--- src/rtl/fifo_tile_reader_pkg.sv ---
// fifo_tile_reader_pkg: shared FSM encoding, default widths and a pointer-width helper
package fifo_tile_reader_pkg;
  typedef enum logic [1:0] {IDLE = 2'd0, RUN = 2'd1, DRAIN = 2'd2} state_e;
  localparam int DATA_W_DEF = 256;
  localparam int CNT_W_DEF = 16;
  function automatic int cnt_bits(input int n);
    return (n < 2) ? 1 : $clog2(n);
  endfunction
endpackage

--- src/rtl/fifo_tile_reader_if.sv ---
// fifo_tile_reader_if: cmd (valid/ready/words), control-FIFO (empty/rd/q) and tagged stream (valid/ready/data/first/last/eot) plus busy/done; slave=reader, master=environment
interface fifo_tile_reader_if import fifo_tile_reader_pkg::*; #(
  parameter int DATA_W = DATA_W_DEF,
  parameter int CNT_W = CNT_W_DEF
);
  logic cmd_valid;
  logic cmd_ready;
  logic [CNT_W-1:0] cmd_words;
  logic fifo_empty;
  logic fifo_rd;
  logic [DATA_W-1:0] fifo_q;
  logic m_valid;
  logic m_ready;
  logic [DATA_W-1:0] m_data;
  logic m_first;
  logic m_last;
  logic m_eot;
  logic busy;
  logic done;
  modport slave (
    input cmd_valid, cmd_words, fifo_empty, fifo_q, m_ready,
    output cmd_ready, fifo_rd, m_valid, m_data, m_first, m_last, m_eot, busy, done
  );
  modport master (
    output cmd_valid, cmd_words, fifo_empty, fifo_q, m_ready,
    input cmd_ready, fifo_rd, m_valid, m_data, m_first, m_last, m_eot, busy, done
  );
endinterface

--- src/rtl/fifo_tile_reader_skid.sv ---
// fifo_tile_reader_skid: show-ahead W x DEPTH sync FIFO (clk, rst, wr_i/wd_i in, rd_i pop, rdata_o head or 0 when empty, count_o occupancy)
module fifo_tile_reader_skid import fifo_tile_reader_pkg::*; #(
  parameter int W = DATA_W_DEF,
  parameter int DEPTH = 4,
  localparam int AW = cnt_bits(DEPTH),
  localparam int CW = $clog2(DEPTH + 1)
) (
  input  logic clk,
  input  logic rst,
  input  logic wr_i,
  input  logic [W-1:0] wd_i,
  input  logic rd_i,
  output logic [W-1:0] rdata_o,
  output logic [CW-1:0] count_o
);
  localparam logic [AW-1:0] LAST = AW'(DEPTH - 1);
  logic [W-1:0] mem_q [DEPTH];
  logic [AW-1:0] wp_q, rp_q;
  logic [CW-1:0] cnt_q;
  logic do_rd;
  assign do_rd = rd_i && cnt_q != '0;
  assign rdata_o = (cnt_q != '0) ? mem_q[rp_q] : '0;
  assign count_o = cnt_q;
  always_ff @(posedge clk) begin
    if (rst) begin
      wp_q <= '0;
      rp_q <= '0;
      cnt_q <= '0;
    end else begin
      if (wr_i) wp_q <= (wp_q == LAST) ? '0 : wp_q + 1'b1;
      if (do_rd) rp_q <= (rp_q == LAST) ? '0 : rp_q + 1'b1;
      cnt_q <= cnt_q + CW'(wr_i) - CW'(do_rd);
    end
  end
  always_ff @(posedge clk) if (wr_i) mem_q[wp_q] <= wd_i;
  always_ff @(posedge clk) if (!rst && wr_i) assert (cnt_q != CW'(DEPTH));
endmodule

--- src/rtl/fifo_tile_reader.sv ---
// fifo_tile_reader: drains cmd_words control-FIFO words into a tile-tagged valid/ready stream at 1 word/clk (clk, rst, bus: cmd/fifo/stream/busy/done)
module fifo_tile_reader import fifo_tile_reader_pkg::*; #(
  parameter int DATA_W = DATA_W_DEF,
  parameter int TILE_WORDS = 4,
  parameter int RD_LAT = 1,
  parameter int BUF_DEPTH = 4,
  parameter int CNT_W = CNT_W_DEF
) (
  input logic clk,
  input logic rst,
  fifo_tile_reader_if.slave bus
);
  localparam int CW = $clog2(BUF_DEPTH + 1);
  localparam int IW = $clog2(RD_LAT + 2);
  state_e state_q;
  logic [CNT_W-1:0] words_q, issued_q, sent_q, tile_q;
  logic [RD_LAT-1:0] vpipe_q;
  logic wr_q;
  logic [DATA_W-1:0] wd_q;
  logic done_q;
  logic [CW-1:0] buf_cnt;
  logic [IW-1:0] inflight;
  logic [RD_LAT:0] vsh;
  logic [DATA_W-1:0] head;
  logic rd, m_valid, beat, eot, last, first;
  assign inflight = IW'($countones({vpipe_q, wr_q}));
  assign rd = state_q == RUN && !bus.fifo_empty && issued_q < words_q && int'(buf_cnt) + int'(inflight) < BUF_DEPTH;
  assign vsh = {vpipe_q, rd};
  assign m_valid = buf_cnt != '0;
  assign beat = m_valid && bus.m_ready;
  assign eot = m_valid && sent_q == words_q - 1'b1;
  assign last = eot || (m_valid && tile_q == CNT_W'(TILE_WORDS - 1));
  assign first = m_valid && tile_q == '0;
  assign bus.cmd_ready = state_q == IDLE;
  assign bus.fifo_rd = rd;
  assign bus.m_valid = m_valid;
  assign bus.m_data = head;
  assign bus.m_first = first;
  assign bus.m_last = last;
  assign bus.m_eot = eot;
  assign bus.busy = state_q != IDLE;
  assign bus.done = done_q;
  always_ff @(posedge clk) begin
    if (rst) begin
      state_q <= IDLE;
      words_q <= '0;
      issued_q <= '0;
      sent_q <= '0;
      tile_q <= '0;
      done_q <= 1'b0;
    end else begin
      done_q <= 1'b0;
      if (state_q == IDLE) begin
        if (bus.cmd_valid) begin
          if (bus.cmd_words == '0) done_q <= 1'b1;
          else begin
            state_q <= RUN;
            words_q <= bus.cmd_words;
            issued_q <= '0;
            sent_q <= '0;
            tile_q <= '0;
          end
        end
      end else begin
        if (rd) issued_q <= issued_q + 1'b1;
        if (rd && issued_q + 1'b1 == words_q) state_q <= DRAIN;
        if (beat) begin
          sent_q <= sent_q + 1'b1;
          tile_q <= last ? '0 : tile_q + 1'b1;
        end
        if (beat && eot) begin
          state_q <= IDLE;
          done_q <= 1'b1;
        end
      end
    end
  end
  always_ff @(posedge clk) begin
    if (rst) begin
      vpipe_q <= '0;
      wr_q <= 1'b0;
      wd_q <= '0;
    end else begin
      vpipe_q <= vsh[RD_LAT-1:0];
      wr_q <= vpipe_q[RD_LAT-1];
      if (vpipe_q[RD_LAT-1]) wd_q <= bus.fifo_q;
    end
  end
  fifo_tile_reader_skid #(.W(DATA_W), .DEPTH(BUF_DEPTH)) u_buf (
    .clk(clk),
    .rst(rst),
    .wr_i(wr_q),
    .wd_i(wd_q),
    .rd_i(beat),
    .rdata_o(head),
    .count_o(buf_cnt)
  );
endmodule
--- src/flat_wrapper.sv ---
// flat-port wrapper written by rule: the top's interface ports become plain ports
module fifo_tile_reader_flat import fifo_tile_reader_pkg::*;
#(
  parameter int DATA_W = DATA_W_DEF,
  parameter int TILE_WORDS = 4,
  parameter int RD_LAT = 1,
  parameter int BUF_DEPTH = 4,
  parameter int CNT_W = CNT_W_DEF
)
  (clk, rst, bus_cmd_valid, bus_cmd_words, bus_fifo_empty, bus_fifo_q, bus_m_ready, bus_cmd_ready, bus_fifo_rd, bus_m_valid, bus_m_data, bus_m_first, bus_m_last, bus_m_eot, bus_busy, bus_done);
  fifo_tile_reader_if #(.DATA_W(DATA_W), .CNT_W(CNT_W)) bus_i ();
  input logic clk;
  input logic rst;
  input wire logic [$bits(bus_i.cmd_valid)-1:0] bus_cmd_valid;
  input wire logic [$bits(bus_i.cmd_words)-1:0] bus_cmd_words;
  input wire logic [$bits(bus_i.fifo_empty)-1:0] bus_fifo_empty;
  input wire logic [$bits(bus_i.fifo_q)-1:0] bus_fifo_q;
  input wire logic [$bits(bus_i.m_ready)-1:0] bus_m_ready;
  output wire logic [$bits(bus_i.cmd_ready)-1:0] bus_cmd_ready;
  output wire logic [$bits(bus_i.fifo_rd)-1:0] bus_fifo_rd;
  output wire logic [$bits(bus_i.m_valid)-1:0] bus_m_valid;
  output wire logic [$bits(bus_i.m_data)-1:0] bus_m_data;
  output wire logic [$bits(bus_i.m_first)-1:0] bus_m_first;
  output wire logic [$bits(bus_i.m_last)-1:0] bus_m_last;
  output wire logic [$bits(bus_i.m_eot)-1:0] bus_m_eot;
  output wire logic [$bits(bus_i.busy)-1:0] bus_busy;
  output wire logic [$bits(bus_i.done)-1:0] bus_done;
  assign bus_i.cmd_valid = bus_cmd_valid;
  assign bus_i.cmd_words = bus_cmd_words;
  assign bus_i.fifo_empty = bus_fifo_empty;
  assign bus_i.fifo_q = bus_fifo_q;
  assign bus_i.m_ready = bus_m_ready;
  assign bus_cmd_ready = bus_i.cmd_ready;
  assign bus_fifo_rd = bus_i.fifo_rd;
  assign bus_m_valid = bus_i.m_valid;
  assign bus_m_data = bus_i.m_data;
  assign bus_m_first = bus_i.m_first;
  assign bus_m_last = bus_i.m_last;
  assign bus_m_eot = bus_i.m_eot;
  assign bus_busy = bus_i.busy;
  assign bus_done = bus_i.done;
  fifo_tile_reader #(.DATA_W(DATA_W), .TILE_WORDS(TILE_WORDS), .RD_LAT(RD_LAT), .BUF_DEPTH(BUF_DEPTH), .CNT_W(CNT_W)) u_core (.clk(clk), .rst(rst), .bus(bus_i));
endmodule
--- config.mk ---
export PLATFORM = sky130hd
export DESIGN_NAME = fifo_tile_reader_flat
export DESIGN_NICKNAME = d
export VERILOG_FILES = /design/src/rtl/fifo_tile_reader_pkg.sv /design/src/rtl/fifo_tile_reader_if.sv /design/src/rtl/fifo_tile_reader_skid.sv /design/src/rtl/fifo_tile_reader.sv /design/src/flat_wrapper.sv
export SDC_FILE = /design/constraint.sdc
export NUM_CORES = 1
export LEC_CHECK = 0
export CAP_MARGIN = 20
export CORE_MARGIN = 2
export CORE_UTILIZATION = 53
export CTS_BUF_LIST = sky130_fd_sc_hd__clkbuf_4
export CTS_CLUSTER_SIZE = 30
export DETAILED_ROUTE_END_ITERATION = 16
export GPL_TIMING_DRIVEN = 0
export PLACE_DENSITY = 0.87
export SETUP_SLACK_MARGIN = 0.5
export SLEW_MARGIN = 20
export SYNTH_ARGS = -nofsm -noshare
export SYNTH_HDL_FRONTEND = slang
export SYNTH_SLANG_ARGS = --single-unit
export TNS_END_PERCENT = 10
--- constraint.sdc ---
create_clock -name clk -period 7 [get_ports clk]
set_input_delay 1.05 -clock clk [delete_from_list [all_inputs] [get_ports clk]]
set_output_delay 1.05 -clock clk [all_outputs]
set_load 0.005 [all_outputs]
==> results of run 1 <==
-- routing by layer --
metal  up-vias  wire length (um)  GRT usage (%)
met3       283             12000           8.38
met4        20              4600           10.7
li1      13761                 -              -
met1     15638             48300           30.4
met2      1455             66500           43.7
met5         -               116              0
-- how the worst min path moves through the flow --
stage                       from                    endpoint  slack, ns
4_1_cts          bus_fifo_q[141]            u_core.wd_q[141]       0.26
5_1_grt           bus_fifo_q[93]             u_core.wd_q[93]       0.36
2_1_floorplan  u_core.state_q[0]           u_core.state_q[0]       0.45
3_5_place_dp     u_core.wd_q[71]   u_core.u_buf.mem_q[1][71]       0.48
6_report         u_core.wd_q[14]   u_core.u_buf.mem_q[3][14]       0.44
3_3_place_gp    u_core.wd_q[205]  u_core.u_buf.mem_q[3][205]       0.47
-- Yosys cell counts, drive strengths merged (2+ instances only) --
cell type  number  share of area, %
a2111oi         2             0.033
a211oi          5             0.072
a21oi          39              0.39
a221o           2             0.038
a221oi          2             0.045
a31o            2             0.033
a31oi           9              0.11
and2          264               3.2
and3           15              0.18
and4            2             0.033
buf            70              0.53
clkbuf        108              0.78
dfxtp         334                13
edfxtp       1024                59
ha             30              0.72
inv            36              0.26
mux2i         284               5.5
mux4          256                11
nand2          43              0.31
nand2b          2             0.024
nand3          35              0.33
nand3b          5             0.072
nand4          13              0.16
nor2          329               2.4
nor2b           4             0.048
nor3           13              0.13
nor4           18              0.30
o211ai          4             0.057
o21ai          29              0.28
o31ai           3             0.043
o32a            2             0.041
o41ai           2             0.048
or2             3             0.036
or3            12              0.14
or4             6             0.086
xnor2          30              0.50
xor2           26              0.43
-- logic make-up after synthesis --
group	after synthesis
simple gates	768
fa+ha+maj	31
compound gates	108
buf+inv	215
xor+xnor	56
flops	1358
mux	541
-- worst max-delay path, stage by stage (launching register included) --
cell and delay (ns):
dfxtp_1 0.30, clkbuf_1 0.44, inv_1 0.28, ha_1 0.35, and4_1 0.23, a221oi_1 0.35
nor2_1 0.06, or4_1 0.56, clkbuf_1 0.32, inv_1 0.33, clkdlybuf4s50_1 0.57
-- flip-flops by register name (all words and copies together) (netlist names), 3 cells and up, named ones only --
signal,cells
u_core.issued_q,16
u_core.wd_q,256
u_core.sent_q,16
u_core.words_q,16
u_core.u_buf.mem_q,1024
u_core.u_buf.count_o,3
u_core.tile_q,16
-- stage by stage --
stage | instances | util (%) | hold WS, ns
CTS | 5532 | 65.6 | 0.264
floorplan | 3077 | - | 0.454
global route | 5540 | 65.6 | 0.362
finish | 5543 | 65.6 | 0.438
global placement | 4903 | 60.5 | 0.472
detailed placement | 4929 | 61.2 | 0.483
-- cells in the final DEF, fill, tap and decap left out, types with 6 or more instances in the layout --
cell	instances
inv_1	35
nor3_1	12
nand4_1	13
clkdlybuf4s50_1	539
edfxtp_1	1024
buf_16	16
a31oi_1	9
nand2_1	43
a21oi_1	38
or3_1	12
nand3_1	35
o21ai_0	29
ha_1	30
clkinv_1	78
dfxtp_1	334
xor2_1	26
clkbuf_4	504
mux2i_1	283
and3_1	14
or4_1	6
clkbuf_2	10
mux4_2	256
diode_2	11
and2_1	259
buf_1	64
nor2_1	329
clkinv_2	9
nor4_1	14
xnor2_1	30
buf_12	10
clkbuf_1	98
-- final cells by class --
cell class / count / area (sq um)
Multi-Input combinational cell: 1504 / 14100
Buffer: 178 / 697
Clock inverter: 99 / 534
Sequential cell: 1358 / 37400
Tap cell: 1287 / 1610
Fill cell: 6418 / 33800
Timing Repair Buffer: 565 / 6040
Clock buffer: 504 / 3780
Inverter: 37 / 139
Antenna cell: 11 / 27.5
-- power by group --
part           total, mW  leakage (nW)  internal [mW]  switching (mW)
clock network       6.63          2.56           3.48            3.15
registers           8.81          12.1           8.71          0.0971
logic               5.23          6.73           2.80            2.44
total               20.7          21.4           15.0            5.68
==> results.py, run 1 <==
metrics = {
    "run_status": {
        "outcome": "complete, no violations",
    },
    "timing": {
        "clock_skew_ns": 0.0982,
        "fmax_mhz": 167,
        "worst_slack_ns": 1.01,
        "finalSetupViolCount": 0,
        "period_share_pct": 85.6,
        "rsz0062_at_grt": "no",
        "slew_headroom_pct": 26.3,
        "hold_violations": 0,
        "slew_viol_final": 0,
        "fin_crit_ns": 5.99,
        "fin_setup_tns_ns": 0,
        "tightest_slew_ns": 1.11,
    },
    "power": {
        "power.total_mw": 20.7,
        "ir_drop_v": 0.000322,
        "powerDensity_nw_per_um2": 321,
        "cellLeakagePower_nw": 21.4,
    },
    "placed_design": {
        "postPlaceCellArea_sq_um": 60000,
        "place_congestion": 0.859,
        "pre_cts_ws_ns": 2.26,
        "dp_hpwl_mm": 86.0,
        "numPortBuffers": 539,
    },
    "detailed_routing": {
        "avgViaCountPerCell": 5.62,
        "vias": 31157,
        "wirelength_mm": 132,
        "drc_errors": 0,
        "wl_per_cell_um": 23.7,
        "drtPass1Iterations": 5,
        "ant_nets": 0,
        "drt_iter0_drc": 2759,
    },
    "layout": {
        "layout-drive-gt1-share_pct": 19.9,
        "nets": 4295,
        "syn2layout_area_growth_pct": 22.9,
        "finalInstanceArea_sq_um": 64400,
    },
    "grt": {
        "grt_pass1_vias": 32454,
        "grt_pass1_wl_mm": 195,
        "grt_overflow_total": 0,
        "track_usage_pct": 25.8,
        "antenna_found_initial": 19,
        "grt_max_degree": 48,
    },
    "setup_path": {
        "cp.arrival_ns": 4.94,
        "r2r-start": "u_core.words_q[9]",
        "reg2reg_depth": 11,
        "critPathLaunchType": "register",
        "cp.required_ns": 5.95,
        "path_max_fanout": 10,
        "r2r_end": "u_core.issued_q[6]",
        "ff2ff_setup_slack_ns": 3.27,
        "endpoint": "bus_fifo_rd",
        "endpoint_kind": "primary output",
        "path_class": "reg2out",
        "startpoint": "u_core.words_q[9]",
    },
    "floorplan": {
        "fp.dieArea_sq_um": 101000,
        "fp.dieW_um": 318,
        "initial_core_util_pct": 53.4,
        "die_h_um": 318,
        "core.rowCount": 115,
        "ioPinCount": 541,
        "coreArea_sq_um": 98100,
    },
    "synthesis": {
        "yosys.area_share.adder_pct": 0.755,
        "yosys_most_used_dff": "edfxtp_1",
        "synth_async_sr_flop_share_pct": 0,
        "synth_top_family_by_area": "multiplexers",
        "ys_ff_latch": 1358,
        "synth_edf_count": 1024,
        "syn_nets": 3385,
        "syn-instance-count": 3077,
        "synthXorXnorAreaFrac_pct": 0.937,
        "yosys_warnings": 0,
        "yosysSeqAreaShare_pct": 71.5,
        "syn_avg_cell_area_sq_um": 17.0,
        "synthMuxAreaShare_pct": 16.5,
        "yosysUniqueCellTypes": 66,
        "synth_compound_area_share_pct": 1.31,
        "synth_area_sq_um": 52400,
        "synth-simple-area-share_pct": 7.43,
    },
    "clock_network": {
        "cts_resized": 0,
        "cts_buffers": 343,
        "cts_hold_buf": 0,
        "cts_sinks": 1358,
        "cts_root_buf": "clkbuf_4",
        "clk_latency_ns": 1.19,
        "cts_tree": "done",
        "cts_setup_buffers": 0,
        "clkSlewWorstSetupHoldPaths_ns": 0.06,
        "clk_path_buf_depth": 4,
        "htree_levels": 5,
    },
    "hold_path": {
        "holdPathStages": 0,
        "hold_path.class": "reg2reg",
    },
    "run": {
        "cap_viol_max_count": 0,
    },
}
Power figures use the tool's default switching activity.
==> inputs of run 2 (changes only) <==
--- a/config.mk
+++ b/config.mk
@@ -13,7 +13,7 @@
 export DETAILED_ROUTE_END_ITERATION = 16
 export GPL_TIMING_DRIVEN = 0
 export PLACE_DENSITY = 0.87
-export SETUP_SLACK_MARGIN = 0.5
+export SETUP_SLACK_MARGIN = 0.2
 export SLEW_MARGIN = 20
 export SYNTH_ARGS = -nofsm -noshare
 export SYNTH_HDL_FRONTEND = slang
==> results of run 2 <==
Final layout, timing and power as in run 1 (identical DEF).
